`src/rtl/sdram_read_if.sv`:
```
// Read-path signal bundle between sdram_read and the SDRAM arbiter/pins.
// The read block is the bus requester (master); the arbiter side is the slave.
interface sdram_read_if;
  logic        rd_trig;
  logic        rd_en;
  logic        ref_req;
  logic        rd_req;
  logic        rd_end;
  logic [3:0]  rd_cmd;
  logic [11:0] rd_addr;
  logic [1:0]  rd_bank;
  logic [15:0] sdram_dq;
  logic [15:0] rd_data;
  logic        rd_data_vld;

  modport master (
    input  rd_trig, rd_en, ref_req, sdram_dq,
    output rd_req, rd_end, rd_cmd, rd_addr, rd_bank, rd_data, rd_data_vld
  );

  modport slave (
    output rd_trig, rd_en, ref_req, sdram_dq,
    input  rd_req, rd_end, rd_cmd, rd_addr, rd_bank, rd_data, rd_data_vld
  );
endinterface

```
`src/rtl/sdram_read.sv`:
```
// Read-side SDRAM command generator: requests the bus, opens a row, streams
// back-to-back burst-4 READs and yields to auto-refresh at burst boundaries.
module sdram_read #(
  parameter int CAS_LAT   = 3,
  parameter int TRCD      = 2,
  parameter int TRP       = 2,
  parameter int BURST_NUM = 4
) (
  input  logic         sclk,
  input  logic         s_rst_n,
  sdram_read_if.master bus
);
  localparam logic [3:0] CMD_NOP  = 4'b0111;
  localparam logic [3:0] CMD_ACT  = 4'b0011;
  localparam logic [3:0] CMD_READ = 4'b0101;
  localparam logic [3:0] CMD_PRE  = 4'b0010;

  localparam int BW = $clog2(BURST_NUM + 1);
  localparam int SH = CAS_LAT + 3;
  localparam logic [7:0]    TRCD_LAST = 8'(TRCD - 1);
  localparam logic [7:0]    CAS_LAST  = 8'(CAS_LAT - 1);
  localparam logic [7:0]    TRP_LAST  = 8'(TRP - 1);
  localparam logic [7:0]    SLOT_LAST = 8'd3;
  localparam logic [BW-1:0] BURST_MAX = BW'(BURST_NUM);

  typedef enum logic [3:0] {
    S_IDLE, S_REQ, S_ACT, S_TRCD, S_READ, S_DRAIN, S_PRE, S_TRP, S_END
  } state_t;

  state_t        r_state, w_state_nxt;
  logic [7:0]    r_cnt, w_cnt_nxt;
  logic [11:0]   r_row;
  logic [8:0]    r_col;
  logic [BW-1:0] r_burst;
  logic [SH-1:0] r_rd_sh;
  logic [15:0]   r_data;
  logic          r_vld;

  logic          w_job_done;
  logic          w_rd_issue;
  logic          w_req;
  logic          w_end;
  logic          w_dq_vld;
  logic [3:0]    w_cmd;
  logic [11:0]   w_addr;

  // Burst counter counts issued READs, so at a slot's last cycle it already
  // includes the burst in flight.
  assign w_job_done = (r_burst == BURST_MAX);

  always_ff @(posedge sclk or negedge s_rst_n) begin
    if (!s_rst_n) begin
      r_state <= S_IDLE;
      r_cnt   <= '0;
    end else begin
      r_state <= w_state_nxt;
      r_cnt   <= w_cnt_nxt;
    end
  end

  always_comb begin
    w_state_nxt = r_state;
    w_cnt_nxt   = r_cnt + 8'd1;
    w_cmd       = CMD_NOP;
    w_addr      = '0;
    w_req       = 1'b1;
    w_end       = 1'b0;
    w_rd_issue  = 1'b0;
    case (r_state)
      S_IDLE: begin
        w_req     = 1'b0;
        w_cnt_nxt = '0;
        if (bus.rd_trig) w_state_nxt = S_REQ;
      end
      S_REQ: begin
        w_cnt_nxt = '0;
        if (bus.rd_en) w_state_nxt = S_ACT;
      end
      S_ACT: begin
        w_cmd       = CMD_ACT;
        w_addr      = r_row;
        w_cnt_nxt   = '0;
        w_state_nxt = S_TRCD;
      end
      S_TRCD: begin
        if (r_cnt == TRCD_LAST) begin
          w_cnt_nxt   = '0;
          w_state_nxt = S_READ;
        end
      end
      S_READ: begin
        if (r_cnt == '0) begin
          w_cmd      = CMD_READ;
          w_addr     = {3'b000, r_col};
          w_rd_issue = 1'b1;
        end
        // Completion wins over a simultaneous refresh request.
        if (r_cnt == SLOT_LAST) begin
          w_cnt_nxt = '0;
          if (w_job_done || bus.ref_req) w_state_nxt = S_DRAIN;
        end
      end
      S_DRAIN: begin
        if (r_cnt == CAS_LAST) begin
          w_cnt_nxt   = '0;
          w_state_nxt = S_PRE;
        end
      end
      S_PRE: begin
        w_cmd       = CMD_PRE;
        w_addr      = 12'h400;
        w_cnt_nxt   = '0;
        w_state_nxt = S_TRP;
      end
      S_TRP: begin
        if (r_cnt == TRP_LAST) begin
          w_cnt_nxt   = '0;
          w_state_nxt = S_END;
        end
      end
      S_END: begin
        w_end       = 1'b1;
        w_req       = ~w_job_done;
        w_cnt_nxt   = '0;
        w_state_nxt = w_job_done ? S_IDLE : S_REQ;
      end
      default: begin
        w_req       = 1'b0;
        w_cnt_nxt   = '0;
        w_state_nxt = S_IDLE;
      end
    endcase
  end

  // Row/column/burst progress survives a refresh yield; only a finished job clears it.
  always_ff @(posedge sclk or negedge s_rst_n) begin
    if (!s_rst_n) begin
      r_row   <= '0;
      r_col   <= '0;
      r_burst <= '0;
    end else if (r_state == S_END && w_job_done) begin
      r_row   <= r_row + 12'd1;
      r_col   <= '0;
      r_burst <= '0;
    end else if (w_rd_issue) begin
      r_col   <= r_col + 9'd4;
      r_burst <= r_burst + BW'(1);
    end
  end

  // r_rd_sh[k] marks a READ issued k+1 cycles ago; its burst is on the DQ pins
  // CAS_LAT..CAS_LAT+3 cycles after issue.
  assign w_dq_vld = |r_rd_sh[CAS_LAT+2:CAS_LAT-1];

  always_ff @(posedge sclk or negedge s_rst_n) begin
    if (!s_rst_n) begin
      r_rd_sh <= '0;
      r_data  <= '0;
      r_vld   <= 1'b0;
    end else begin
      r_rd_sh <= {r_rd_sh[SH-2:0], w_rd_issue};
      r_data  <= bus.sdram_dq;
      r_vld   <= w_dq_vld;
    end
  end

  assign bus.rd_cmd      = w_cmd;
  assign bus.rd_addr     = w_addr;
  assign bus.rd_bank     = '0;
  assign bus.rd_req      = w_req;
  assign bus.rd_end      = w_end;
  assign bus.rd_data     = r_data;
  assign bus.rd_data_vld = r_vld;
endmodule

```
`src/flat_wrapper.sv`:
```
// flat-port wrapper written by rule: the top's interface ports become plain ports
module sdram_read_flat 
#(
  parameter int CAS_LAT   = 3,
  parameter int TRCD      = 2,
  parameter int TRP       = 2,
  parameter int BURST_NUM = 4
)
  (sclk, s_rst_n, bus_rd_trig, bus_rd_en, bus_ref_req, bus_sdram_dq, bus_rd_req, bus_rd_end, bus_rd_cmd, bus_rd_addr, bus_rd_bank, bus_rd_data, bus_rd_data_vld);
  sdram_read_if bus_i ();
  input  logic sclk;
  input  logic s_rst_n;
  input wire logic [$bits(bus_i.rd_trig)-1:0] bus_rd_trig;
  input wire logic [$bits(bus_i.rd_en)-1:0] bus_rd_en;
  input wire logic [$bits(bus_i.ref_req)-1:0] bus_ref_req;
  input wire logic [$bits(bus_i.sdram_dq)-1:0] bus_sdram_dq;
  output wire logic [$bits(bus_i.rd_req)-1:0] bus_rd_req;
  output wire logic [$bits(bus_i.rd_end)-1:0] bus_rd_end;
  output wire logic [$bits(bus_i.rd_cmd)-1:0] bus_rd_cmd;
  output wire logic [$bits(bus_i.rd_addr)-1:0] bus_rd_addr;
  output wire logic [$bits(bus_i.rd_bank)-1:0] bus_rd_bank;
  output wire logic [$bits(bus_i.rd_data)-1:0] bus_rd_data;
  output wire logic [$bits(bus_i.rd_data_vld)-1:0] bus_rd_data_vld;
  assign bus_i.rd_trig = bus_rd_trig;
  assign bus_i.rd_en = bus_rd_en;
  assign bus_i.ref_req = bus_ref_req;
  assign bus_i.sdram_dq = bus_sdram_dq;
  assign bus_rd_req = bus_i.rd_req;
  assign bus_rd_end = bus_i.rd_end;
  assign bus_rd_cmd = bus_i.rd_cmd;
  assign bus_rd_addr = bus_i.rd_addr;
  assign bus_rd_bank = bus_i.rd_bank;
  assign bus_rd_data = bus_i.rd_data;
  assign bus_rd_data_vld = bus_i.rd_data_vld;
  sdram_read #(.CAS_LAT(CAS_LAT), .TRCD(TRCD), .TRP(TRP), .BURST_NUM(BURST_NUM)) u_core (.sclk(sclk), .s_rst_n(s_rst_n), .bus(bus_i));
endmodule
```
`config.mk`:
```
export PLATFORM = sky130hd
export DESIGN_NAME = sdram_read_flat
export DESIGN_NICKNAME = d
export VERILOG_FILES = /design/src/rtl/sdram_read_if.sv /design/src/rtl/sdram_read.sv /design/src/flat_wrapper.sv
export SDC_FILE = /design/constraint.sdc
export NUM_CORES = 1
export LEC_CHECK = 0
export CAP_MARGIN = 20
export CELL_PAD_IN_SITES_DETAIL_PLACEMENT = 0
export CELL_PAD_IN_SITES_GLOBAL_PLACEMENT = 1
export CORE_UTILIZATION = 43
export CTS_BUF_LIST = sky130_fd_sc_hd__clkbuf_4 sky130_fd_sc_hd__clkbuf_8
export DETAILED_ROUTE_END_ITERATION = 12
export PLACE_DENSITY_LB_ADDON = 0.3
export SLEW_MARGIN = 10
export SYNTH_ARGS = -nofsm -noshare
export SYNTH_HDL_FRONTEND = slang
export SYNTH_SLANG_ARGS = --single-unit
export TNS_END_PERCENT = 100
```
`constraint.sdc`:
```
create_clock -name sclk -period 3.7 [get_ports sclk]
set_clock_uncertainty 0.1 [all_clocks]
set_input_delay 0.925 -clock sclk [delete_from_list [all_inputs] [get_ports sclk]]
set_output_delay 0.925 -clock sclk [all_outputs]
set_load 0.005 [all_outputs]
```
Yosys cells after proc, flatten, opt, wreduce, memory -nomap -nowiden:

Cells that the tools add are included.

* logic and storage cells: 66
* register bits: 59
* input bits: 21
* output and inout port bits: 37

* eq/ne operators: 19
* reductions and logical operators: 9
* multiplexer cells: 25
* bitwise gates (word level): 1
* add/sub/neg operators: 4

Operators with widths (count)
* 12-bit one-hot mux with 3 select lines: 1
* 4-bit one-hot mux with 9 select lines: 1
* 4-bit two-way mux: 7
* 9-bit two-way mux: 3
* 8-bit two-way mux: 3
* 8-bit one-hot mux with 3 select lines: 1
* 4-bit by 3-bit equality test with 1-bit output, second input constant: 4
* 8-bit by 2-bit equality test with 1-bit output, second input constant: 2
* 12-bit by 1-bit adder with 12-bit output, second input constant: 1
* 4-bit one-hot mux with 3 select lines: 1
* 2-bit by 1-bit != test with 1-bit output, second input constant: 5
* 9-bit by 3-bit adder with 9-bit output, second input constant: 1
* 8-bit by 1-bit adder with 8-bit output, second input constant: 1
* 4-bit by 2-bit equality test with 1-bit output, second input constant: 2
* 8-bit by 1-bit equality test with 1-bit output, second input constant: 1
* 8-bit logical NOT: 1
* 7-bit AND reduction: 1
* 7-bit OR reduction: 1
* 3-bit two-way mux: 2
* 4-bit by 1-bit equality test with 1-bit output, second input constant: 1
* 4-bit equality test, second input constant: 1
* 4-bit logical NOT: 1
* 1-bit two-way mux: 4
* 2-bit != test, second input constant: 2
* other kinds (10): 10

Longest topological paths before layout:

* depth in word-level cells: 5
* gate-level depth with buffers: 8
* gate-level depth less buffers: 6

Worst setup path after synthesis:

OpenSTA, ideal clock, no wires.

* path kind: register to output
* from: register u_core.r_cnt[7]
* to: output bus_rd_addr[2]
* buffers on the path: 2
* slack: 1.295 ns
* data arrival time: 1.380 ns
* data required time: 2.675 ns
* stages on the path, launching flop included: 6
* cell sequence: dfrtp_1 nor4_4 and4_1 buf_4 buf_2 a22o_1

* longest elaborated chain between the ends: 3

Ends and longest elaborated chain
* start: declaration: RTL line sdram_read.sv:31 `logic [7:0] r_cnt, w_cnt_nxt;`
* start signal: assignment: RTL line sdram_read.sv:57 `r_cnt <= w_cnt_nxt;`
* 8-bit logical NOT: RTL line sdram_read.sv:92 `if (r_cnt == '0) begin`
* 9-bit two-way mux: RTL line sdram_read.sv:92
* 12-bit one-hot mux with 3 select lines: RTL line sdram_read.sv:69 `case (r_state)`
* end: declaration: RTL line flat_wrapper.sv:20 `output wire logic [$bits(bus_i.rd_addr)-1:0] bus_rd_addr;`

No other way between the ends.

Worst setup path after layout:

* from: register u_core.r_state[1]
* to: output bus_rd_addr[5]

* longest elaborated chain between the ends: 2
* elaborated cells on any way between the ends: 4
* classes of those cells: eq/ne (3); mux (1)

Ends and longest elaborated chain
* start: declaration: RTL line sdram_read.sv:30 `state_t r_state, w_state_nxt;`
* start signal: assignment: RTL line sdram_read.sv:56 `r_state <= w_state_nxt;`
* 4-bit by 3-bit equality test with 1-bit output or 4-bit by 2-bit equality test with 1-bit output (tied branches): RTL line sdram_read.sv:69
* 12-bit one-hot mux with 3 select lines (*): RTL line sdram_read.sv:69

Every way passes the cells marked *; elsewhere a longest branch is shown, timed or not.

==> results.txt <==
Across all register-to-register paths, the minimum setup slack is ~1200 ps. The number of violations reported at the end of detailed-routing iteration 0 is 143. The sequential-to-total area share from yosys stat came out at 0.567. The sum of routed wire length over all layers is between 4000 and 5000 um. The biggest fanout along the worst timing path is 14.

The class of the tightest hold or removal check is reg -> reg. The number of warning messages in the yosys log came out at 0. The number of buffers added to fix hold violations after cts is 0. The initial core utilization came out at 0.451.

The worst register-to-register path ends at u_core.r_col[7]. The data required time at the worst endpoint came out at around 2700 ps. Setup repair after global routing left no endpoint under its margin. The final weighted congestion in routability-driven placement is about 0.81. The clock transition at the registers of the reported paths is roughly 60 ps. The global routing usage summed across all routing layers is 0.181. The number of clock sinks seen by CTS came out at 57. The worst hold path begins at u_core.r_rd_sh[0].

The repair_antennas step left the layout with diodes totalling 0. The max-cap violation count came out at 0. Port buffering added 54 buffers.

The final clock period utilization by the worst path came out at 0.946. The number of cell rows is 27. The clock period minus worst slack came out at roughly 3500 ps. At the later pin of the worst-skew pair, clock insertion delay measures 330 ps. The number of nets in the layout is 306.

The floorplan step set the die height to slightly below 80 um. The flow ran to the end, and the final reports show no timing, DRC or antenna violations. The power per unit of standard cell area is ~600 mW/mm^2. The cell count after synthesis came out at between 200 and 250. The maximum level of the CTS H-tree is 3.

The number of iterations in the first detailed-routing pass came out at 4. The number of distinct standard cells referenced by the synthesized netlist is 37. The number of endpoints failing setup at the final stage is 0. The detailed-route vias per instance came out at a little over 5.

Summed over all instances, the cell type with the most area after synthesis is sky130_fd_sc_hd__dfrtp_1. The count of antenna-violating nets left after detailed routing is 0. By count the netlist is led by 57 x sky130_fd_sc_hd__dfrtp_1, 19 x sky130_fd_sc_hd__nand2_1, 16 x sky130_fd_sc_hd__nor2_1. The proportion of synthesized flip-flops having asynchronous set or reset came out at 1.00.

The routed via count came out at about 1,800. The fraction of met3 tracks used by global routing is 0.0430. On the final layout, the worst hold slack is around 250 ps.

The setup TNS is 0 ps. The critical path launch point is u_core.r_state[1]. The initial antenna violation count is 0. The first global-routing pass estimated about 8300 um of wire. The synthesized area per cell came out at approximately 11 um^2. The number of synthesized flops with an enable pin came out at 0. The width of the die is around 80 um. The worst hold path terminates at u_core.r_rd_sh[1]. The final count of pins violating max slew is 0. The core area is between 0.005 and 0.006 mm^2. In this run the most used layer during global routing was met2.

The count of cells resized by post-cts repair came out at 0. Yosys instantiated no cell more often than sky130_fd_sc_hd__dfrtp_1. The length in cells of the worst reg-to-reg path came out at 5. Total power for the finished layout comes to between 0.0015 and 0.002 W.

The most used flip-flop cell after synthesis is sky130_fd_sc_hd__dfrtp_1. The pin count of the biggest net entering global routing came out at 58. IR analysis of the VDD net gives a maximum drop of around 0.33 mV. 58 I/O pins were placed.

The detailed-route DRC error count is 0. In this run the tightest slew margin relative to its limit is 0.521. The number of inserted filler cells in the final layout is around 470. The number of global-route vias before repair is between 1,500 and 2,000. For this run, global-route usage on met2 was measured as 0.263. The data arrival time of the critical path came out at ~2500 ps. The clock passes through at most 2 buffers. The fmax came out at about 290 MHz. The leakage power came out at about 1.4 nW. The global route total overflow is 0.

The hold violation total from the final report came out at 0. In the final layout, the share of cells above drive strength 1 is 0.0925. The estimated wirelength of the detail-placed design came out at 3360 um. The worst setup path is of the reg -> out kind. The TritonCTS clock tree is yes. The cell area after technology mapping is approximately 0.0025 mm^2. The met1 layer usage reported by global route is 0.243. The worst setup path is launched from a register. The average routed wire per standard cell is roughly 14 um. The die area came out at 0.00616 mm^2. At the pin with the least slew margin, the transition time is between 700 and 800 ps. STA classifies the critical path endpoint as a primary output. The startpoint identified for the worst register-to-register timing path is u_core.r_state[1]. The number of flip-flops and latches in the synthesized netlist is between 50 and 60. Yosys attributes the largest share of cell area to sky130_fd_sc_hd__dfrtp_1 57%, sky130_fd_sc_hd__xnor2_1 4.9%, sky130_fd_sc_hd__ha_1 4.0%. Clock tree synthesis selected as its root buffer the cell sky130_fd_sc_hd__clkbuf_8. The post-CTS setup-driven buffer insertion count is 0. The number of buffers inserted during clock tree synthesis came out at 9. Of the post-synthesis cell area, the dominant cell type holds 0.567. The number of stages on the worst hold path came out at 0. The signed area change from the synthesized netlist to the final layout is 30.5%.
## registers in the layout, indices dropped and copies added, names as in the netlist
signal                  count
u_core.r_col                7
u_core.bus.rd_data_vld      1
u_core.r_cnt                8
u_core.r_rd_sh              6
u_core.r_row               12
u_core.r_state              4
u_core.r_burst              3
u_core.bus.rd_data         16
## worst max-delay path: stages, from the launching register on
cell	delay (ps)
sky130_fd_sc_hd__dfrtp_1	510
sky130_fd_sc_hd__nor4b_2	350
sky130_fd_sc_hd__and4_1	580
sky130_fd_sc_hd__a22o_1	210
sky130_fd_sc_hd__clkdlybuf4s50_1	490
## layout by cell type, fill, tap and decap left out, drive strengths merged, types with 6 or more instances in the layout
cell,instances
clkdlybuf4s50,53
xnor2,14
and2,6
inv,7
clkbuf,10
nand4,9
dfrtp,57
ha,8
a22o,9
nand2,19
nor2,16
o21ai,6
a21oi,8
## cells by family (layout without fill, tap and decap cells)
logic type	count (synthesis)	after routing	share of synthesized area
adder cells (fa/ha/maj)	8	8	0.0398
XOR/XNOR	19	19	0.0662
buffers and inverters	19	78	0.0388
flip-flops	57	57	0.567
AO/OA/AOI/OAI	29	29	0.0791
AND/OR/NAND/NOR	83	83	0.190
other	1	3	0.00149
multiplexers	4	4	0.0169
## power breakdown
group,internal (W),switching (W),total (W)
Clock,0.000313,0.000239,0.000552
Combinational,0.000282,0.000269,0.000551
Sequential,0.000731,0.000133,0.000864
Total,0.00133,0.000641,0.00197
## through the flow
| stage | std cells | cell area (um^2) | worst slack, ps | util |
|---|---|---|---|---|
| floorplan | 222 | 2520 | 1290 | - |
| global placement | 338 | 3090 | 568 | 0.554 |
| detailed placement | 338 | 3090 | 528 | 0.554 |
| CTS | 353 | 3280 | 155 | 0.588 |
| global route | 353 | 3280 | 52.4 | 0.588 |
| finish | 353 | 3280 | 198 | 0.588 |
## worst max path at each step
stage	end	slack [ps]	depth (start not counted)
after global placement	bus_rd_addr[2]	570	4
after detailed placement	bus_rd_addr[3]	530	4
after floorplan	bus_rd_addr[2]	1290	5
final	bus_rd_addr[5]	200	4
after global routing	bus_rd_addr[6]	50	4
after CTS	bus_rd_addr[3]	160	4
## area by class of cell
class	instances	area [um^2]	area share
clock buffer	10	131	0.0401
clock inverter	5	57.6	0.0176
inverter	7	26.3	0.00801
multi-input combinational	146	997	0.304
sequential	57	1430	0.435
tap	72	90.1	0.0275
timing repair buffer	56	551	0.168
## metal layers
| layer | vias up | share of wire | wire length [um] |
|---|---|---|---|
| met5 | - | 0 | 0 |
| met4 | 0 | 0.018 | 87 |
| met3 | 9 | 0.043 | 207 |
| met2 | 46 | 0.47 | 2230 |
| met1 | 853 | 0.47 | 2260 |
| li1 | 877 | - | - |
Power figures use the tool's default switching activity.
